--- src/rtl/noise_leakyrelu_stage_if.sv ---
// AXI-Stream style bundle: data, valid/ready handshake and end-of-frame marker.
// W sets the tdata width so the same bundle serves the wide input and narrow output.
// master drives tdata/tvalid/tlast, slave drives tready.
interface noise_leakyrelu_stage_if #(
    parameter int W = 64
);
    logic [W-1:0] tdata;
    logic         tvalid;
    logic         tready;
    logic         tlast;

    modport master (output tdata, output tvalid, output tlast, input tready);
    modport slave  (input tdata, input tvalid, input tlast, output tready);
endinterface

--- src/rtl/noise_leakyrelu_stage.sv ---
// Adds scaled per-pixel noise to a conv accumulator, applies LeakyReLU, rounds/saturates to Q8.8.
// Latency 3 cycles (capture, noise+activation, round/saturate), 1 beat/cycle throughput.
// Backpressure: one global advance; m_axis_tready low with a valid output freezes all stages, counters and s_axis_tready.
module noise_leakyrelu_stage #(
    parameter int ACC_WIDTH  = 48,
    parameter int DATA_WIDTH = 16,
    parameter int SHIFT      = 8
) (
    input  logic                  clk,
    input  logic                  reset,
    input  logic [7:0]            Image_size,
    input  logic [8:0]            Channel_size,
    input  logic                  noise_en,
    input  logic                  act_en,
    output logic [13:0]           noise_BRAM_addr,
    output logic                  noise_BRAM_en,
    input  logic [DATA_WIDTH-1:0] noise_BRAM_dout,
    output logic [7:0]            noise_scale_BRAM_addr,
    output logic                  noise_scale_BRAM_en,
    input  logic [DATA_WIDTH-1:0] noise_scale_BRAM_dout,
    noise_leakyrelu_stage_if.slave  s_axis,
    noise_leakyrelu_stage_if.master m_axis,
    output logic                  frame_error
);
    localparam int SUM_W  = ACC_WIDTH + 1;
    localparam int MUL_W  = SUM_W + 4;
    localparam int RND_W  = SUM_W + 1;
    localparam int PROD_W = 2 * DATA_WIDTH;

    localparam logic signed [RND_W-1:0] SAT_MAX = RND_W'((2 ** (DATA_WIDTH - 1)) - 1);
    localparam logic signed [RND_W-1:0] SAT_MIN = RND_W'(-(2 ** (DATA_WIDTH - 1)));

    logic ce;
    logic accept;

    logic [13:0] pix_cnt;
    logic [7:0]  ch_cnt;
    logic [15:0] pix_last;
    logic [8:0]  ch_last;
    logic        pix_wrap;
    logic        ch_wrap;

    logic                 s1_vld, s1_last;
    logic [ACC_WIDTH-1:0] s1_acc;
    logic                 s2_vld, s2_last;
    logic [SUM_W-1:0]     s2_y;
    logic                 m_vld, m_last;
    logic [DATA_WIDTH-1:0] m_dat;

    logic signed [PROD_W-1:0] noise_ext, scale_ext, prod;
    logic signed [SUM_W-1:0]  sum;
    logic signed [MUL_W-1:0]  leak, leak_sh;
    logic [SUM_W-1:0]         y_next;
    logic signed [RND_W-1:0]  rnd, rnd_sh;
    logic [DATA_WIDTH-1:0]    pix_next;

    // Upper accumulator bits carry nothing in Q32.16 and are dropped.
    logic unused_tdata_hi;
    assign unused_tdata_hi = ^s_axis.tdata[$bits(s_axis.tdata)-1:ACC_WIDTH];

    assign ce             = ~reset & (~m_vld | m_axis.tready);
    assign accept         = s_axis.tvalid & ce;
    assign s_axis.tready  = ce;

    // BRAM reads are issued only on accept so their held dout stays aligned with S1 during stalls.
    assign noise_BRAM_addr       = pix_cnt;
    assign noise_BRAM_en         = accept;
    assign noise_scale_BRAM_addr = ch_cnt;
    assign noise_scale_BRAM_en   = accept;

    assign pix_last = 16'(Image_size) * 16'(Image_size) - 16'd1;
    assign ch_last  = Channel_size - 9'd1;
    assign pix_wrap = ({2'b00, pix_cnt} == pix_last);
    assign ch_wrap  = ({1'b0, ch_cnt} == ch_last);

    // Pixel/channel address counters; tlast restarts the frame and flags a misaligned end.
    always_ff @(posedge clk or posedge reset) begin
        if (reset) begin
            pix_cnt     <= '0;
            ch_cnt      <= '0;
            frame_error <= 1'b0;
        end else if (accept) begin
            if (s_axis.tlast) begin
                pix_cnt <= '0;
                ch_cnt  <= '0;
                if (!(pix_wrap && ch_wrap)) begin
                    frame_error <= 1'b1;
                end
            end else if (pix_wrap) begin
                pix_cnt <= '0;
                ch_cnt  <= ch_wrap ? 8'd0 : ch_cnt + 8'd1;
            end else begin
                pix_cnt <= pix_cnt + 14'd1;
            end
        end
    end

    // S1: capture accumulator; a bubble loads an invalid slot.
    always_ff @(posedge clk or posedge reset) begin
        if (reset) begin
            s1_vld  <= 1'b0;
            s1_last <= 1'b0;
            s1_acc  <= '0;
        end else if (ce) begin
            s1_vld  <= s_axis.tvalid;
            s1_last <= s_axis.tvalid & s_axis.tlast;
            if (accept) begin
                s1_acc <= s_axis.tdata[ACC_WIDTH-1:0];
            end
        end
    end

    // S2 datapath: noise*scale added to the accumulator, then LeakyReLU with slope 13/64.
    always_comb begin
        noise_ext = PROD_W'($signed(noise_BRAM_dout));
        scale_ext = PROD_W'($signed(noise_scale_BRAM_dout));
        prod      = '0;
        if (noise_en) begin
            prod = noise_ext * scale_ext;
        end
        sum     = {s1_acc[ACC_WIDTH-1], s1_acc} + {{(SUM_W - PROD_W){prod[PROD_W-1]}}, prod};
        leak    = {{(MUL_W - SUM_W){sum[SUM_W-1]}}, sum} * MUL_W'(13);
        leak_sh = leak >>> 6;
        y_next  = (act_en && sum[SUM_W-1]) ? leak_sh[SUM_W-1:0] : sum;
    end

    // S2 register.
    always_ff @(posedge clk or posedge reset) begin
        if (reset) begin
            s2_vld  <= 1'b0;
            s2_last <= 1'b0;
            s2_y    <= '0;
        end else if (ce) begin
            s2_vld  <= s1_vld;
            s2_last <= s1_last;
            s2_y    <= y_next;
        end
    end

    // S3 datapath: round half-up to Q8.8 and clamp to the signed output range.
    always_comb begin
        rnd    = {s2_y[SUM_W-1], s2_y} + RND_W'(2 ** (SHIFT - 1));
        rnd_sh = rnd >>> SHIFT;
        if (rnd_sh > SAT_MAX) begin
            pix_next = {1'b0, {(DATA_WIDTH - 1){1'b1}}};
        end else if (rnd_sh < SAT_MIN) begin
            pix_next = {1'b1, {(DATA_WIDTH - 1){1'b0}}};
        end else begin
            pix_next = rnd_sh[DATA_WIDTH-1:0];
        end
    end

    // S3 output register; holds while the consumer stalls.
    always_ff @(posedge clk or posedge reset) begin
        if (reset) begin
            m_vld  <= 1'b0;
            m_last <= 1'b0;
            m_dat  <= '0;
        end else if (ce) begin
            m_vld  <= s2_vld;
            m_last <= s2_last;
            m_dat  <= pix_next;
        end
    end

    assign m_axis.tvalid = m_vld;
    assign m_axis.tlast  = m_last;
    assign m_axis.tdata  = m_dat;
endmodule

--- src/flat_wrapper.sv ---
// flat-port wrapper written by rule: the top's interface ports become plain ports
module noise_leakyrelu_stage_flat 
#(
    parameter int ACC_WIDTH  = 48,
    parameter int DATA_WIDTH = 16,
    parameter int SHIFT      = 8
)
  (clk, reset, Image_size, Channel_size, noise_en, act_en, noise_BRAM_addr, noise_BRAM_en, noise_BRAM_dout, noise_scale_BRAM_addr, noise_scale_BRAM_en, noise_scale_BRAM_dout, frame_error, s_axis_tdata, s_axis_tvalid, s_axis_tlast, s_axis_tready, m_axis_tdata, m_axis_tvalid, m_axis_tlast, m_axis_tready);
  noise_leakyrelu_stage_if #(.W(64)) s_axis_i ();
  noise_leakyrelu_stage_if #(.W(16)) m_axis_i ();
  input  logic clk;
  input  logic reset;
  input  logic [7:0] Image_size;
  input  logic [8:0] Channel_size;
  input  logic noise_en;
  input  logic act_en;
  output logic [13:0] noise_BRAM_addr;
  output logic noise_BRAM_en;
  input  logic [DATA_WIDTH-1:0] noise_BRAM_dout;
  output logic [7:0] noise_scale_BRAM_addr;
  output logic noise_scale_BRAM_en;
  input  logic [DATA_WIDTH-1:0] noise_scale_BRAM_dout;
  output logic frame_error;
  input wire logic [$bits(s_axis_i.tdata)-1:0] s_axis_tdata;
  input wire logic [$bits(s_axis_i.tvalid)-1:0] s_axis_tvalid;
  input wire logic [$bits(s_axis_i.tlast)-1:0] s_axis_tlast;
  output wire logic [$bits(s_axis_i.tready)-1:0] s_axis_tready;
  output wire logic [$bits(m_axis_i.tdata)-1:0] m_axis_tdata;
  output wire logic [$bits(m_axis_i.tvalid)-1:0] m_axis_tvalid;
  output wire logic [$bits(m_axis_i.tlast)-1:0] m_axis_tlast;
  input wire logic [$bits(m_axis_i.tready)-1:0] m_axis_tready;
  assign s_axis_i.tdata = s_axis_tdata;
  assign s_axis_i.tvalid = s_axis_tvalid;
  assign s_axis_i.tlast = s_axis_tlast;
  assign s_axis_tready = s_axis_i.tready;
  assign m_axis_tdata = m_axis_i.tdata;
  assign m_axis_tvalid = m_axis_i.tvalid;
  assign m_axis_tlast = m_axis_i.tlast;
  assign m_axis_i.tready = m_axis_tready;
  noise_leakyrelu_stage #(.ACC_WIDTH(ACC_WIDTH), .DATA_WIDTH(DATA_WIDTH), .SHIFT(SHIFT)) u_core (.clk(clk), .reset(reset), .Image_size(Image_size), .Channel_size(Channel_size), .noise_en(noise_en), .act_en(act_en), .noise_BRAM_addr(noise_BRAM_addr), .noise_BRAM_en(noise_BRAM_en), .noise_BRAM_dout(noise_BRAM_dout), .noise_scale_BRAM_addr(noise_scale_BRAM_addr), .noise_scale_BRAM_en(noise_scale_BRAM_en), .noise_scale_BRAM_dout(noise_scale_BRAM_dout), .s_axis(s_axis_i), .m_axis(m_axis_i), .frame_error(frame_error));
endmodule
--- config.mk ---
export PLATFORM = sky130hd
export DESIGN_NAME = noise_leakyrelu_stage_flat
export DESIGN_NICKNAME = d
export VERILOG_FILES = /design/src/rtl/noise_leakyrelu_stage_if.sv /design/src/rtl/noise_leakyrelu_stage.sv /design/src/flat_wrapper.sv
export SDC_FILE = /design/constraint.sdc
export NUM_CORES = 2
export LEC_CHECK = 0
export BUFFER_PORTS_ARGS = -buffer_cell sky130_fd_sc_hd__clkbuf_2
export CORE_UTILIZATION = 45
export DETAILED_ROUTE_END_ITERATION = 10
export PLACE_DENSITY_LB_ADDON = 0.25
export SYNTH_ARGS = -nofsm -noshare
export SYNTH_HDL_FRONTEND = slang
export SYNTH_SLANG_ARGS = --single-unit
--- constraint.sdc ---
create_clock -name clk -period 10.4 [get_ports clk]
set_input_delay 0 -clock clk [delete_from_list [all_inputs] [get_ports clk]]
set_output_delay 0 -clock clk [all_outputs]
set_load 0.02 [all_outputs]
==> results.ini <==
[die]
ios = 164
core_area_um2 = 56500
dieHeight_um = 241.4
initial_core_util_pct = 45.66
die-area_um2 = 58290
rows = 87
fp.dieW_um = 241.4

[timing]
setup_viol = 0
finalHoldViolCount = 0
skew_ns = 0.01794
period_share_pct = 96.96
max_freq_mhz = 99.17
drv_slew = 0
worstMarginPinSlew_ns = 1.157
period_minus_slack_ns = 10.08
relSlewSlack_pct = 22.59

[logic_synthesis]
synthXorXnorAreaFrac_pct = 6.723
synthAdderAreaFrac_pct = 38.87
synth_seq_cells = 135
synth_simple_gate_area_share_pct = 18.15
synth.area.mux_share_pct = 0.2765
synth_compound_area_share_pct = 12.83
syn_area_per_cell_um2 = 8.263
synth_top_family_by_area = adder cells
synthFlopType = dfrtp_1
postSynthCellCount = 3122
ys_warn_count = 0
synth_nets = 3840
yosysSeqAreaShare_pct = 13.10
synth-edff-count = 0
synth.distinct_cells = 86
async_reset_ff_share_pct = 100.0
synth_area_um2 = 25800

[worst_setup_path]
crit_path_end = u_core.s2_y[45]
ff2ff_setup_slack_ns = 3.95
reg2reg_from = u_core.s1_acc[0]
cp-end-kind = flip-flop
worst-path-buf-inv = 9
path_common_cell = fa_1
crit_type = primary input to flip-flop
cp_slowest_cell = fa_1
arrival_ns = 10.40
r2r-end = u_core.s2_y[45]
cp.depth = 47
crit_path_max_fanout = 7
critical_path.top_delay_family = adder cells
startpoint_type = primary input
worstPathRequired_ns = 10.71
reg2reg_depth = 29
slowest_delay_ns = 0.57
critPathLaunch = noise_BRAM_dout[9]

[global_route]
grt_usage_pct = 22.66
grt_pass1_wl_um = 106600
antenna_found_initial = 1
overflow = 0
grt_max_degree = 78
grt_pass1_vias = 22170

[detailed_routing]
vias = 22550
initialDrtViolationCount = 1242
drc_errors = 0
wl_per_cell_um = 14.74
totalWireLength_um = 65310
dr.pass1.iters = 7
ant_nets = 0
vias_per_cell = 5.090

[flow_run]
max-cap-violations = 0

[layout]
diodes = 0
drive_gt1_share_pct = 21.53
layout.nets = 4379
layout.cells.non_filler = 4430
areaGrowthSynthToFinish_pct = 25.61

[clock_network]
cts_buffers = 17
clk_pin_slew_ns = 0.07
htree_levels = 4
cts-root-buf = clkbuf_16
cts_tree = yes
clock_latency_ns = 0.46
cts.path.max_buffers = 2
clock_sinks = 135

[run_status]
status = complete, no violations

[worst_hold_path]
holdCritPathClass = primary input to flip-flop
whs_path_depth = 3

[placement]
placed_cells = 4319
port_buffers = 147
gp_congestion = 0.8862
hpwl_um = 53350

[flip-flops by register name, summed over array words and instances, names as in the netlist]
register and cells:
u_core.noise_scale_BRAM_addr 8, u_core.s2_y 42, u_core.s2_last 1, u_core.frame_error 1, u_core.m_axis.tlast 1, u_core.noise_BRAM_addr 14, u_core.s2_vld 1, u_core.s1_acc 48
u_core.m_axis.tdata 16, u_core.m_axis.tvalid 1, u_core.s1_last 1, u_core.s1_vld 1
[worst register-to-register path, delay by kind of cell, from the launching register on]
family | cells | cell delay (ns)
AO/OA/AOI/OAI | 10 | 2.30
XOR/XNOR | 3 | 0.45
adder cells (fa/ha/maj) | 5 | 1.65
flip-flops | 1 | 0.40
AND/OR/NAND/NOR | 6 | 0.87
buffers and inverters | 5 | 0.63
[per-layer routing]
metal | GRT usage (%) | share of wire (%) | vias to the layer above
li1 | - | - | 11100
met5 | 0 | 0 | -
met2 | 38.04 | 49 | 444
met3 | 2.279 | 3.8 | 63
met1 | 31.57 | 46 | 10950
met4 | 4.910 | 1.4 | 0
[placed cells by master, fill, tap and decap left out, types with 10 or more instances in the layout]
cell type	count
a211oi_1	13
a21o_1	59
a21oi_1	118
a21oi_2	23
a31oi_1	19
and2_1	133
and3_1	17
buf_4	418
clkbuf_16	17
clkbuf_2	142
dfrtp_1	135
dlygate4sd3_1	51
fa_1	334
ha_1	239
ha_4	19
inv_1	564
nand2_1	434
nand2b_1	15
nand3_1	52
nand4_1	33
nor2_1	176
nor2b_1	13
nor3_1	37
nor3b_1	11
o211ai_1	10
o21ai_0	48
o21ai_1	35
o21bai_1	18
o22a_1	14
xnor2_1	109
xor2_1	78
[cell families after synthesis]
family / after synthesis
XOR/XNOR: 198
adder cells (fa/ha/maj): 598
AO/OA/AOI/OAI: 498
AND/OR/NAND/NOR: 1002
flip-flops: 135
multiplexers: 7
buffers and inverters: 684
[cell type report]
class	instances	area [um^2]
fill	5167	24090
multi-input combinational	2303	20720
timing repair buffer	627	4528
clock inverter	14	211.5
sequential	135	3378
clock buffer	18	439.2
inverter	577	2175
tap	756	945.9
[through the flow]
stage	TNS (ns)	setup slack [ns]	hold WS [ns]	instance area (um^2)	utilization, %
2_1_floorplan	0	0.01543	0.09272	25900	-
3_3_place_gp	-5.646	-0.3979	0.1760	30180	53.42
3_5_place_dp	-8.350	-0.5913	0.1734	30180	53.42
4_1_cts	0	0.005332	0.01148	31370	55.53
5_1_grt	-0.9364	-0.1129	0.04307	32400	57.35
6_report	0	0.3161	0.03077	32400	57.35
[repair_timing]
item / 4_1_cts / 5_1_grt
buffers inserted: 2 / 26
hold buffers: 51 / 0
gates resized for setup: 4 / 177
pin swaps: 3 / 119
hold endpoints to repair: 131 / 0
endpoints found under the setup margin: 6 / 25
[Yosys cell counts (all sizes together) (8+ instances only)]
cell type	number	area share [%]
buf	14	0.30
a21o	60	1.7
nor2	183	2.7
o22a	14	0.48
and3	22	0.53
or2	10	0.24
fa	339	26
o211ai	10	0.29
o21ai	94	1.8
dfrtp	135	13
xnor2	116	3.9
o31ai	12	0.35
a31oi	24	0.58
and2	140	3.4
o21bai	19	0.55
nand2	439	6.4
xor2	82	2.8
nand3	55	1.1
nand4	34	0.85
nor3b	11	0.32
a21oi	144	2.8
ha	259	13
nor3	43	0.87
nand2b	17	0.41
o21a	9	0.26
nor2b	15	0.36
a22oi	8	0.23
inv	576	8.4
clkbuf	93	1.4
a211oi	19	0.57
or3	9	0.22
[how the worst min path moves through the flow]
stage | startpoint | end
floorplan | s_axis_tlast | u_core.noise_scale_BRAM_addr[3]
global placement | reset | u_core.m_axis.tvalid
detailed placement | reset | u_core.m_axis.tvalid
CTS | s_axis_tvalid | u_core.s1_vld
global route | s_axis_tvalid | u_core.s1_vld
finish | s_axis_tvalid | u_core.s1_vld
Power is left out: the tool's default activity adds up to more than one toggle a clock period on the data nets, which glitch-free logic cannot reach.
